### config.mk
export PLATFORM = sky130hd
export DESIGN_NAME = se_12b_to_16b
export DESIGN_NICKNAME = d
export VERILOG_FILES = /design/src/rtl/se_pkg.sv /design/src/rtl/se_12b_to_16b_sign_ext_cell.sv /design/src/rtl/se_12b_to_16b.sv
export SDC_FILE = /design/constraint.sdc
export NUM_CORES = 1
export LEC_CHECK = 0
export BUFFER_PORTS_ARGS = -buffer_cell sky130_fd_sc_hd__buf_2
export CAP_MARGIN = 20
export CORE_MARGIN = 10
export CORE_UTILIZATION = 25
export CTS_BUF_LIST = sky130_fd_sc_hd__clkbuf_2 sky130_fd_sc_hd__clkbuf_4 sky130_fd_sc_hd__clkbuf_8
export DETAILED_ROUTE_END_ITERATION = 7
export HOLD_SLACK_MARGIN = 0.02
export SLEW_MARGIN = 15
export SYNTH_ARGS = -nofsm -noshare
export SYNTH_HDL_FRONTEND = slang
export SYNTH_HIERARCHICAL = 1
export SYNTH_SLANG_ARGS = --single-unit
### constraint.sdc
create_clock -name clk -period 0.83 [get_ports clk]
set_input_delay 0.0415 -clock clk [delete_from_list [all_inputs] [get_ports clk]]
set_output_delay 0.0415 -clock clk [all_outputs]
set_load 0.01 [all_outputs]
### src/rtl/se_pkg.sv
// rtl/se_pkg.sv - shared immediate/datapath widths and types
package se_pkg;

  localparam int IMM_W  = 12;
  localparam int WORD_W = 16;

  typedef logic [IMM_W-1:0]  imm_t;
  typedef logic [WORD_W-1:0] word_t;

endpackage

### src/rtl/se_12b_to_16b_sign_ext_cell.sv
// rtl/se_12b_to_16b_sign_ext_cell.sv - combinational sign-bit replicator IN_W -> OUT_W
module sign_ext_cell #(
  parameter int IN_W  = 12,
  parameter int OUT_W = 16
) (
  input  logic [IN_W-1:0]  in,
  output logic [OUT_W-1:0] out
);

  generate
    if (OUT_W < IN_W) begin : g_bad_width
      $error("sign_ext_cell: OUT_W must be >= IN_W");
    end else if (OUT_W == IN_W) begin : g_pass
      assign out = in;
    end else begin : g_ext
      // Zero-width replication is illegal, hence the equal-width branch above.
      assign out = {{(OUT_W-IN_W){in[IN_W-1]}}, in};
    end
  endgenerate

endmodule

### src/rtl/se_12b_to_16b.sv
// rtl/se_12b_to_16b.sv - immediate sign extension, combinational plus one registered stage
module se_12b_to_16b
  import se_pkg::*;
#(
  parameter int IN_W  = IMM_W,
  parameter int OUT_W = WORD_W
) (
  input  logic             clk,
  input  logic             rst_n,
  input  logic [IN_W-1:0]  in,
  input  logic             in_valid,
  output logic [OUT_W-1:0] out,
  output logic [OUT_W-1:0] out_q,
  output logic             out_valid,
  output logic             is_neg
);

  generate
    if (OUT_W < IN_W) begin : g_bad_width
      $error("se_12b_to_16b: OUT_W must be >= IN_W");
    end
  endgenerate

  sign_ext_cell #(
    .IN_W  (IN_W),
    .OUT_W (OUT_W)
  ) u_ext (
    .in  (in),
    .out (out)
  );

  assign is_neg = in[IN_W-1];

  // The register reuses the single extender output rather than a second copy.
  always_ff @(posedge clk) begin
    if (!rst_n) begin
      out_q     <= '0;
      out_valid <= 1'b0;
    end else begin
      out_valid <= in_valid;
      if (in_valid) begin
        out_q <= out;
      end
    end
  end

endmodule

==> results of run 1 <==
==> power by group through the flow <==
stage,combinational [mW],sequential [mW],clock (mW)
detailed placement,0.314,0.905,0
global placement,0.310,0.903,0
floorplan,0.204,0.928,0
global route,0.415,0.914,0.534
CTS,0.332,0.887,0.493
finish,0.379,0.906,0.461
==> state kept, by name (all words and copies together), names as in the netlist <==
register and cells:
out_q 16, out_valid 1
==> metal layers <==
metal / track usage [%] / vias up
met5: 0 / -
met2: 12.9 / 16
met3: 2.47 / 2
met4: 6.19 / 0
li1: - / 288
met1: 6.03 / 264
==> metrics by stage <==
step	setup TNS, ns	std cells
floorplan	0	70
global placement	0	132
detailed placement	0	132
CTS	0	141
global route	-0.0103	144
finish	0	144
==> worst min-delay path by stage <==
stage	start	to	slack [ns]	cells after the start
floorplan	rst_n	out_q[0]	0.17	1
global placement	in[5]	out[5]	0.29	2
detailed placement	in[3]	out[3]	0.29	2
CTS	in[3]	out_q[3]	0.02	3
global route	in[2]	out_q[2]	0.04	3
finish	in[7]	out_q[7]	0.03	3
==> timing repair <==
item / in CTS / in global routing
hold buffers: 5 / 2
gates resized for setup: 1 / 30
gates cloned: 0 / 0
endpoints found under the setup margin: 1 / 16
setup buffers: 0 / 1
endpoints found under the hold margin: 5 / 2
==> placed cells by master, fill, tap and decap left out <==
cell type,synthesis,routed
and2_2,1,1
buf_12,1,1
buf_2,0,34
buf_4,17,1
buf_6,1,14
clkbuf_4,0,4
dfxtp_1,17,1
dfxtp_2,0,16
dlygate4sd3_1,0,7
mux2i_1,16,16
nor2b_1,16,16
==> cell families (layout without fill, tap and decap cells) <==
logic type	count (synthesis)	in the layout	synth area share, %
buffers and inverters	20	61	21.1
flip-flops	17	17	44.2
AND/OR/NAND/NOR	17	17	14.0
multiplexers	16	16	20.8
==> cell type report <==
class / instances / share of cell area, %
multi-input cells: 33 / 23.8
repair buffers: 57 / 37.8
clock buffers: 4 / 2.67
well taps: 33 / 3.67
flip-flops and latches: 17 / 32.0
==> flow_metrics.py, run 1 <==
metrics = {
    "drt": {
        "dr_wl_met3_um": 149,
        "wl_met2_um": 1150,
        "firstDrtPassIters": 3,
        "dr.first_iter.drc_count": 17,
        "routed_via_density": 3.96,
        "drt-total-wl_um": 1940,
        "drc": 0,
        "via_count": 570,
        "postRouteAntennaNets": 0,
        "wl_met1_um": 597,
        "top_layer": "met4",
        "drt-wirelength-per-cell_um": 13.5,
    },
    "pwr": {
        "power_frac_comb_pct": 21.7,
        "p_int_mw": 1.31,
        "vdd_drop_max_uv": 464,
        "design_power_total_mw": 1.75,
        "p_switching_mw": 0.434,
        "seqPwrFrac_pct": 51.9,
        "swShare_pct": 24.9,
        "p_leak_nw": 0.556,
        "powerDensity_mw_per_mm2": 1550,
        "clkPwrFrac_pct": 26.4,
    },
    "synth": {
        "synthArstFlopShare_pct": 0,
        "synth_cell_types": 8,
        "syn_avg_cell_area_um2": 11.0,
        "ys_warn_count": 6,
        "postSynthCellCount": 70,
        "ys.flop_type": "dfxtp_1",
        "yosysTopAreaCell": "dfxtp_1",
        "synthTopCellsByCount": "buf_4, dfxtp_1, mux2i_1, nor2b_1",
        "synthTopCellsByArea": "dfxtp_1, mux2i_1, buf_4, nor2b_1, buf_12",
        "ys_seq_elements": 17,
        "netlist.area_leader.share_pct": 44.2,
        "synth_area_um2": 771,
        "syn-num-nets": 85,
        "synth_edf_count": 0,
        "synth_seq_area_share_pct": 44.2,
    },
    "critical_path": {
        "worstSetupStartpointType": "register",
        "critPathCapture": "out_q[0]",
        "cp.depth": 1,
        "startpoint": "out_q[0]",
        "crit_type": "reg2out",
        "cp_cell_sequence": "buf_2",
        "worst-path-buf-inv": 1,
        "r2r-start": "out_q[0]",
        "r2r_cells": 3,
        "crit_path_max_incr_delay_ns": 0.34,
        "worstPathRequired_ns": 0.79,
        "crit_path_max_fanout": 2,
        "crit_family": "flip-flops",
        "critPathCaptureType": "output pin",
        "r2r-end": "out_q[0]",
        "arrival_ns": 0.74,
        "cpMaxStageDelayCell": "dfxtp_2",
        "r2r_setup_slack_ns": 0.10,
    },
    "layout": {
        "post-route-util_pct": 37.5,
        "num_antenna_cells": 0,
        "fin_area_mm2": 0.00112,
        "area_delta_synth_final_pct": 45.9,
        "multi_input_area_um2": 268,
        "drive_gt1_share_pct": 64.0,
        "layout.nets": 127,
        "register_area_um2": 360,
        "nFillCells": 299,
    },
    "clock_network": {
        "cts_inserted_buffers": 3,
        "cts_root_buffer": "clkbuf_4",
        "clk_path_buf_depth": 2,
        "clock_latency_ns": 0.28,
        "clkTransAtPathRegs_ns": 0.09,
        "htree_levels": 1,
        "clock_sinks": 17,
        "tritoncts": "yes",
    },
    "sta": {
        "setup_viol": 0,
        "final-hold-violation-count": 0,
        "finalClockSkew_ns": 0,
        "max_slew_margin_pct": 85.7,
        "final.period_utilization_pct": 94.3,
        "maxSlewViolCount": 0,
        "rsz0062_at_grt": "yes",
        "finalCriticalPeriod_ns": 0.783,
        "fmax_mhz": 1280,
        "hold_ws_ns": 0.0350,
        "worst_pin_slew_ns": 0.214,
        "worst_slack_ns": 0.0475,
    },
    "global_routing": {
        "antenna_found_initial": 0,
        "grt_pass1_vias": 616,
        "grt_overflow": 0,
        "grt_max_degree": 18,
        "grt_usage_pct": 7.11,
        "grt_pass1_wl_um": 2970,
    },
    "placed_design": {
        "place_ws_ns": 0.120,
        "gp_congestion": 0.557,
        "place_area_um2": 910,
        "portBuffers": 48,
    },
    "worst_hold_path": {
        "hp-class": "in2reg",
    },
    "floorplan": {
        "dieArea_mm2": 0.00570,
        "io_pins": 49,
        "rows": 20,
        "core-area_mm2": 0.00300,
        "die_w_um": 75.5,
        "fp.dieH_um": 75.5,
        "initial_utilization_pct": 25.7,
    },
    "run_status": {
        "status": "completed",
    },
    "job": {
        "drv_cap": 0,
    },
}
No activity file was read; power rests on OpenSTA's default activity.
==> run 2, diff against run 1 <==
--- a/config.mk
+++ b/config.mk
@@ -6,12 +6,12 @@
 export NUM_CORES = 1
 export LEC_CHECK = 0
 export BUFFER_PORTS_ARGS = -buffer_cell sky130_fd_sc_hd__buf_2
-export CAP_MARGIN = 20
 export CORE_MARGIN = 10
 export CORE_UTILIZATION = 25
 export CTS_BUF_LIST = sky130_fd_sc_hd__clkbuf_2 sky130_fd_sc_hd__clkbuf_4 sky130_fd_sc_hd__clkbuf_8
 export DETAILED_ROUTE_END_ITERATION = 7
 export HOLD_SLACK_MARGIN = 0.02
+export PLACE_DENSITY = 0.53
 export SLEW_MARGIN = 15
 export SYNTH_ARGS = -nofsm -noshare
 export SYNTH_HDL_FRONTEND = slang
==> run 2 against run 1 <==
- sequential cell count unchanged
- maximum frequency decreased by 1.8%
- cell area is 15% lower
- cell count down 5.6%
- wire length is 9.9% lower
- hold slack got worse by 0.014 ns
- count of clock-buffer cells in the layout is the same
- largest cell class is now flip-flops and latches
==> flow_metrics.py, run 2 (synthesized netlist as in run 1, its figures left out) <==
metrics = {
    "clock_network": {
        "clock_sinks": 17,
        "tritoncts": "yes",
        "clk_path_buf_depth": 2,
        "holdBufCountCts": 0,
        "clkTransAtPathRegs_ns": 0.10,
        "cts_inserted_buffers": 3,
        "clock_latency_ns": 0.27,
        "cts_root_buffer": "clkbuf_4",
        "postCtsSetupBuffers": 0,
        "htree_levels": 1,
    },
    "layout": {
        "largest_reg_flops": 16,
        "drive_gt1_share_pct": 66.0,
        "post-route-util_pct": 31.9,
        "nFillCells": 330,
        "largestRegisters": "out_q (16), out_valid (1)",
        "final_cell_mix": "buf_2, mux2i_1, nor2b_1, dfxtp_2, clkbuf_4",
        "layout.nets": 119,
        "area_delta_synth_final_pct": 24.2,
        "layout_commonest_cell": "buf_2",
        "num_antenna_cells": 0,
        "top_register": "out_q",
    },
    "job": {
        "drv_cap": 0,
    },
    "sta": {
        "finalSetupTns_ns": 0,
        "setup_viol": 0,
        "worst_pin_slew_ns": 0.231,
        "maxSlewViolCount": 0,
        "final.period_utilization_pct": 96.0,
        "finalCriticalPeriod_ns": 0.797,
        "final-hold-violation-count": 0,
        "max_slew_margin_pct": 84.6,
        "fmax_mhz": 1250,
        "finalClockSkew_ns": 0,
    },
    "critical_path": {
        "worstSetupStartpointType": "register",
        "r2r-start": "out_q[4]",
        "startpoint": "out_q[7]",
        "r2r-end": "out_q[4]",
        "cp_cell_sequence": "buf_2",
        "r2r_setup_slack_ns": 0.22,
        "crit_path_max_incr_delay_ns": 0.34,
        "crit_family": "flip-flops",
        "worstPathRequired_ns": 0.79,
        "cpMaxStageDelayCell": "dfxtp_1",
        "cp.depth": 1,
        "worst-path-buf-inv": 1,
        "crit_type": "reg2out",
        "critPathCapture": "out_q[7]",
        "arrival_ns": 0.76,
        "critPathCaptureType": "output pin",
        "crit_path_max_fanout": 2,
        "r2r_cells": 2,
    },
    "drt": {
        "drt-total-wl_um": 1750,
        "drt-wirelength-per-cell_um": 12.9,
        "via_count": 545,
        "routed_via_density": 4.01,
        "postRouteAntennaNets": 0,
        "drc": 0,
        "firstDrtPassIters": 2,
        "dr.first_iter.drc_count": 11,
    },
    "placed_design": {
        "gp_congestion": 0.618,
        "portBuffers": 48,
    },
    "worst_hold_path": {
        "holdPathStages": 3,
        "min_from": "in[10]",
        "hp-class": "in2reg",
    },
    "global_routing": {
        "grt_overflow": 0,
        "grt_max_degree": 18,
        "grt_usage_pct": 5.59,
        "grt_pass1_wl_um": 2420,
        "grt_pass1_vias": 534,
        "antenna_found_initial": 0,
    },
    "floorplan": {
        "dieArea_mm2": 0.00570,
        "core-area_mm2": 0.00300,
        "io_pins": 49,
        "initial_utilization_pct": 25.7,
        "rows": 20,
        "die_w_um": 75.5,
        "fp.dieH_um": 75.5,
    },
    "pwr": {
        "p_leak_nw": 0.506,
        "vdd_drop_max_uv": 609,
        "powerDensity_mw_per_mm2": 1730,
        "design_power_total_mw": 1.66,
    },
    "run_status": {
        "status": "completed",
    },
}
[run 2: stage by stage]
step	hold slack (ns)	area, um2	cells	setup WS (ns)
after floorplan	0.170	771	70	0.196
after global placement	0.290	910	132	0.150
after detailed placement	0.288	910	132	0.135
after CTS	0.0211	940	136	0.00428
after global routing	0.0238	957	136	-0.000125
final	0.0210	957	136	0.0331
[run 2: worst min path at each step]
stage                            to
final                     out_q[10]
after global routing       out_q[5]
after detailed placement     out[0]
after global placement       out[0]
after floorplan            out_q[0]
after CTS                 out_q[10]
[run 2: cell type report]
cell class | instances | area [um2] | area share [%]
Sequential cell | 17 | 358 | 37.4
Multi-Input combinational cell | 33 | 268 | 28.0
Timing Repair Buffer | 49 | 260 | 27.2
Tap cell | 33 | 41.3 | 4.31
Clock buffer | 4 | 30.0 | 3.14
[run 2: timing repair]
action / CTS / global route
setup endpoints to repair: 0 / 14
resized for setup: 0 / 14
endpoints found under the hold margin: 0 / 0
[run 2: layer usage]
metal  track usage (%)  routed length, um  vias to the layer above
met3              1.82                109                        5
met2              10.3                945                       21
met4              3.71                 41                        0
met1              5.12                654                      247
met5                 0                  0                        -
li1                  -                  -                      272
[run 2: tightest hold or removal path, cell delays in order]
cell and delay [ns]:
buf_2 0.08, mux2i_1 0.06, nor2b_1 0.09
[run 2: power by group]
part | total, mW | switching (mW) | internal [mW]
Sequential | 0.893 | 0.0217 | 0.871
Combinational | 0.304 | 0.154 | 0.151
Clock | 0.459 | 0.239 | 0.219
